==> config.mk <==
export PLATFORM = sky130hd
export DESIGN_NAME = i2s_transmitter
export DESIGN_NICKNAME = d
export VERILOG_FILES = /design/src/rtl/i2s_pkg.sv /design/src/rtl/i2s_transmitter_clk_gen.sv /design/src/rtl/i2s_transmitter.sv
export SDC_FILE = /design/constraint.sdc
export NUM_CORES = 1
export LEC_CHECK = 0
export BUFFER_PORTS_ARGS = -buffer_cell sky130_fd_sc_hd__buf_2
export CORE_MARGIN = 4
export CORE_UTILIZATION = 55
export CTS_CLUSTER_SIZE = 30
export DETAILED_ROUTE_END_ITERATION = 8
export PLACE_DENSITY = 0.76
export SYNTH_ARGS = -nofsm -noshare
export SYNTH_HDL_FRONTEND = slang
export SYNTH_SLANG_ARGS = --single-unit
==> constraint.sdc <==
create_clock -name clk -period 2.7 [get_ports clk]
set_clock_uncertainty 0.2 [all_clocks]
set_input_delay 0.27 -clock clk [delete_from_list [all_inputs] [get_ports clk]]
set_output_delay 0.27 -clock clk [all_outputs]
set_load 0.1 [all_outputs]
==> src/rtl/i2s_pkg.sv <==
// Shared I2S definitions for the transmitter and receiver.
// Frame layout: two 32-bit slots, 24-bit samples, MSB first.
package i2s_pkg;

  localparam int DATA_W     = 24;
  localparam int SLOT_W     = 32;
  localparam int FRAME_BITS = 64;

  typedef enum logic {
    IDLE,
    RUN
  } state_t;

  // Slot image in send order, including the one-bit I2S delay.
  function automatic logic [FRAME_BITS-1:0] pack_frame(
    input logic [DATA_W-1:0] l,
    input logic [DATA_W-1:0] r
  );
    return {1'b0, l, 7'b0, 1'b0, r, 7'b0};
  endfunction

endpackage

==> src/rtl/i2s_transmitter_clk_gen.sv <==
// Bit-clock divider: i2s_bclk plus one-clk edge strobes.
// Strobes are high in the clk cycle that produces the edge.
module i2s_clk_gen #(
  parameter int CLK_DIV = 8
) (
  input  logic i_clk,
  input  logic i_reset,
  input  logic i_en,
  output logic o_bclk,
  output logic o_rise,
  output logic o_fall
);

  localparam logic [7:0] LAST = 8'(CLK_DIV - 1);

  logic [7:0] r_div;
  logic       r_bclk;
  logic       w_tick;

  assign w_tick = i_en && (r_div == LAST);
  assign o_rise = w_tick & ~r_bclk;
  assign o_fall = w_tick & r_bclk;
  assign o_bclk = r_bclk;

  always_ff @(posedge i_clk) begin
    if (i_reset || !i_en) begin
      r_div  <= '0;
      r_bclk <= 1'b0;
    end else if (w_tick) begin
      r_div  <= '0;
      r_bclk <= ~r_bclk;
    end else begin
      r_div  <= r_div + 8'd1;
    end
  end

endmodule

==> src/rtl/i2s_transmitter.sv <==
// I2S stereo transmitter with one-deep holding register.
// Everything runs on clk; bclk edges come in as strobes.
module i2s_transmitter
  import i2s_pkg::*;
#(
  parameter int CLK_DIV = 8
) (
  input  logic              clk,
  input  logic              reset,
  input  logic [DATA_W-1:0] sample_left,
  input  logic [DATA_W-1:0] sample_right,
  input  logic              sample_valid,
  output logic              sample_ready,
  output logic              i2s_bclk,
  output logic              i2s_lrclk,
  output logic              i2s_data,
  output logic              underrun
);

  state_t                r_state;
  logic                  r_first;
  logic [5:0]            r_cnt;
  logic [FRAME_BITS-1:0] r_sh;
  logic [DATA_W-1:0]     r_hl;
  logic [DATA_W-1:0]     r_hr;
  logic                  r_full;
  logic                  r_lrclk;
  logic                  r_data;
  logic                  r_underrun;

  logic                  w_en;
  logic                  w_fall;
  logic                  w_unused_rise;
  logic                  w_acc;
  logic [5:0]            w_next;
  logic                  w_bound;
  logic [FRAME_BITS-1:0] w_load;

  assign w_en    = (r_state == RUN);
  assign w_acc   = sample_valid & ~r_full;
  assign w_next  = r_first ? 6'd0 : r_cnt + 6'd1;
  assign w_bound = w_fall & (w_next == 6'd0);
  assign w_load  = r_full ? pack_frame(r_hl, r_hr) : '0;

  i2s_clk_gen #(
    .CLK_DIV (CLK_DIV)
  ) u_clk_gen (
    .i_clk   (clk),
    .i_reset (reset),
    .i_en    (w_en),
    .o_bclk  (i2s_bclk),
    .o_rise  (w_unused_rise),
    .o_fall  (w_fall)
  );

  always_ff @(posedge clk) begin
    if (reset) begin
      r_state    <= IDLE;
      r_first    <= 1'b1;
      r_cnt      <= '0;
      r_sh       <= '0;
      r_hl       <= '0;
      r_hr       <= '0;
      r_full     <= 1'b0;
      r_lrclk    <= 1'b1;
      r_data     <= 1'b0;
      r_underrun <= 1'b0;
    end else begin
      r_underrun <= w_bound & ~r_full;
      if (w_acc) begin
        r_hl <= sample_left;
        r_hr <= sample_right;
      end
      // A pair offered at an empty boundary is held for the next frame.
      if (w_bound) r_full <= ~r_full & w_acc;
      else         r_full <= r_full | w_acc;
      unique case (r_state)
        IDLE: if (w_acc) r_state <= RUN;
        RUN:  r_state <= RUN;
      endcase
      if (w_fall) begin
        r_first <= 1'b0;
        r_cnt   <= w_next;
        r_lrclk <= w_next[5];
        if (w_bound) begin
          r_data <= w_load[FRAME_BITS-1];
          r_sh   <= {w_load[FRAME_BITS-2:0], 1'b0};
        end else begin
          r_data <= r_sh[FRAME_BITS-1];
          r_sh   <= {r_sh[FRAME_BITS-2:0], 1'b0};
        end
      end
    end
  end

  assign sample_ready = ~r_full;
  assign i2s_lrclk    = r_lrclk;
  assign i2s_data     = r_data;
  assign underrun     = r_underrun;

endmodule

==> summary.txt <==
fin crit share -> 0.8987
CP max stage cell -> dfxtp_1
CTS root buf -> clkbuf_8
core area -> 8763 um^2
RSZ-0062 raised after global routing -> false
first-pass GRT wire length -> 20470 um
Num CTS Buffers -> 17
H-tree depth -> 4
Final ANT Viol Nets -> 0
synth unique cells -> 38
outcome -> finished, final reports clean
Die Y -> 103.2 um
1st-iter DRT viols -> 344
DIE WIDTH -> 103.2 um
max cap viols -> 0
WL/cell -> 14.36 um
FMAX -> 412.1 MHz
Startpoint Class -> flip-flop
Synthesized Nets -> 680
final worst setup slack -> 0.2735 ns
Mapped Area -> 4985 um^2
initial antenna violation count -> 0
worst hold slack -> 0.06526 ns
Max VDD drop -> 0.5627 mV
Max Buffers Root-to-Sink -> 2
Post-Syn Area per Cell -> 7.950 um^2
largest net degree at the start of global routing -> 62
Period minus WS final -> 2.426 ns
Area Overhead vs Synth -> 28.21%
worst-margin pin slew -> 0.6299 ns
Max Slew Vio Count -> 0
clk slew on worst S/H paths -> 0.06 ns
Worst EP required -> 2.91 ns
Via-to-Cell Ratio -> 5.602
Synth Warn # -> 0
routability cong. -> 0.7817
post-synthesis sequential area ratio -> 0.5020
total power draw -> 4.370 mW
Post-synth EDFFs -> 0
number of global-route vias before repair -> 4515
Total Routing Usage GR -> 0.2404
setup violators final -> 0
Initial Util -> 0.5688
n_diodes -> 0
Die ar. -> 10650 um^2
Post-Layout Cell Count -> 827
IO buf count -> 55
fraction of layout cells with a size suffix above 1 -> 0.1502
dpl hpwl -> 6605 um
pre-CTS setup slack -> 0.09803 ns
Crit path largest cell delay -> 0.47 ns
Hold WC Path Type -> in -> reg
routed vias -> 4633
final hold vios -> 0
Synth Flop Type -> dfxtp_1
Worst Setup Path Type -> reg -> reg
I/O Pins -> 56
Post-Route WL -> 11880 um
DRT Pass-1 Iters -> 5
Yosys reg bits -> 125
row count -> 34
Setup crit end kind -> flip-flop
CP Max Fanout -> 34
Slew HR -> 0.5801
CP arrival -> 2.64 ns
Congestion Overflow GR -> 0
Placed Cells incl. Taps -> 746
Setup TNS -> 0 ns
Residual DRC -> 0
Worst path most repeated cell -> nand3_1
clock net sink count -> 125
pwr dens -> 683.8 nW/um^2
Nets -> 759
Syn Inst Count -> 627
post-CTS setup buffer count -> 0
crit-path cells -> nand3_1, o21a_1, o41ai_4, buf_4, nand3_1, a211oi_1
CTS tree -> done
Leak -> 2.401 nW
clk_lat worst skew -> 0.51 ns
fraction of registers with async set/reset -> 0
[cell type report]
class | instances | area, um^2
flip-flops and latches | 125 | 2504
fillers | 643 | 2372
multi-input cells | 442 | 2266
repair buffers | 117 | 903.4
clock buffers | 20 | 425.4
clock inverters | 12 | 146.4
well taps | 108 | 135.1
inverters | 3 | 11.26
[metrics by stage]
step / util / cell area [um^2]
floorplan: - / 4985
global placement: 0.6078 / 5326
detailed placement: 0.6078 / 5326
CTS: 0.7290 / 6389
global route: 0.7293 / 6391
finish: 0.7293 / 6391
[routing by layer]
layer  part of all wire  GRT usage  vias to the layer above  wire [um]
met1               0.45     0.2983                     2186       5352
met3              0.038    0.05500                       10        455
li1                   -          -                     2320          -
met4              0.011    0.08964                        0        135
met2               0.50     0.4085                      117       5931
met5                  0          0                        -          0
[state kept, by name (all words and copies together) (netlist names)]
register          count
r_hr                 24
i2s_data              1
u_clk_gen.r_div       8
u_clk_gen.o_bclk      1
r_cnt                 6
underrun              1
r_first               1
r_full                1
i2s_lrclk             1
r_sh                 56
r_hl                 24
r_state               1
[cells by family after synthesis]
| kind of cell | share of synthesized area |
|---|---|
| simple gates | 0.2272 |
| xor+xnor | 0.01405 |
| fa+ha+maj | 0.005019 |
| buf+inv | 0.05045 |
| compound gates | 0.2013 |
| flops | 0.5020 |
[synthesized netlist by cell type, types with 2 or more instances]
master	number	area, um^2
dfxtp_1	125	2502
nand2_1	113	424.2
a21oi_1	111	555.5
nor2_1	63	236.5
nand3_1	62	310.3
a211oi_1	47	352.8
clkbuf_1	40	150.1
buf_2	12	60.06
nor3_1	5	25.02
and3_1	4	25.02
xnor2_1	4	35.03
xor2_1	4	35.03
buf_1	3	11.26
inv_1	3	11.26
nor2b_1	3	18.77
o21ai_0	3	15.01
and2_1	2	12.51
ha_1	2	25.02
or2_2	2	12.51
[layout by cell type (no fill, tap or decap), drive strengths merged, types with 2 or more instances in the layout]
cell type	count
dlygate4sd3	49
buf	68
and2	2
nor3	6
nor4	2
nand2	113
clkinv	6
and3	4
inv	3
a211oi	47
clkinvlp	3
o21ai	4
or2	2
clkbuf	20
nor2	63
nand3	62
ha	2
xnor2	4
or4	2
bufinv	3
xor2	4
dfxtp	125
nor2b	3
a21oi	111
[worst max-delay path: cells and delay by family (launching register included)]
kind,cells,cell delay (ns)
AOI/OAI and AO/OA,3,0.91
buffers and inverters,1,0.40
DFF,1,0.47
and+or+nand+nor,2,0.34
[path summary, 6_finish.rpt]
kind / startpoint / to / slack [ns] / depth (start not counted)
setup / recovery: r_cnt[2]$_SDFFE_PP0P_ / r_sh[45]$_SDFFE_PP0P_ / 0.27 / 6
hold / removal: reset / r_state$_SDFF_PP0_ / 0.07 / 2
setup reg to reg: r_cnt[2]$_SDFFE_PP0P_ / r_sh[45]$_SDFFE_PP0P_ / 0.27 / 6
hold reg to reg: u_clk_gen.r_div[0]$_SDFF_PP0_ / u_clk_gen.r_div[0]$_SDFF_PP0_ / 0.24 / 1
[report_power, final]
| part | switching, mW | internal, mW |
|---|---|---|
| Combinational | 0.137 | 0.119 |
| Sequential | 0.0248 | 1.89 |
| Clock | 0.802 | 1.40 |
| Total | 0.965 | 3.41 |
[what timing repair did]
action | CTS | global route
endpoints found under the hold margin | 49 | 0
gates resized for setup | 0 | 1
hold buffers | 49 | 0
endpoints found under the setup margin | 0 | 8
No activity file was read; power rests on OpenSTA's default activity.
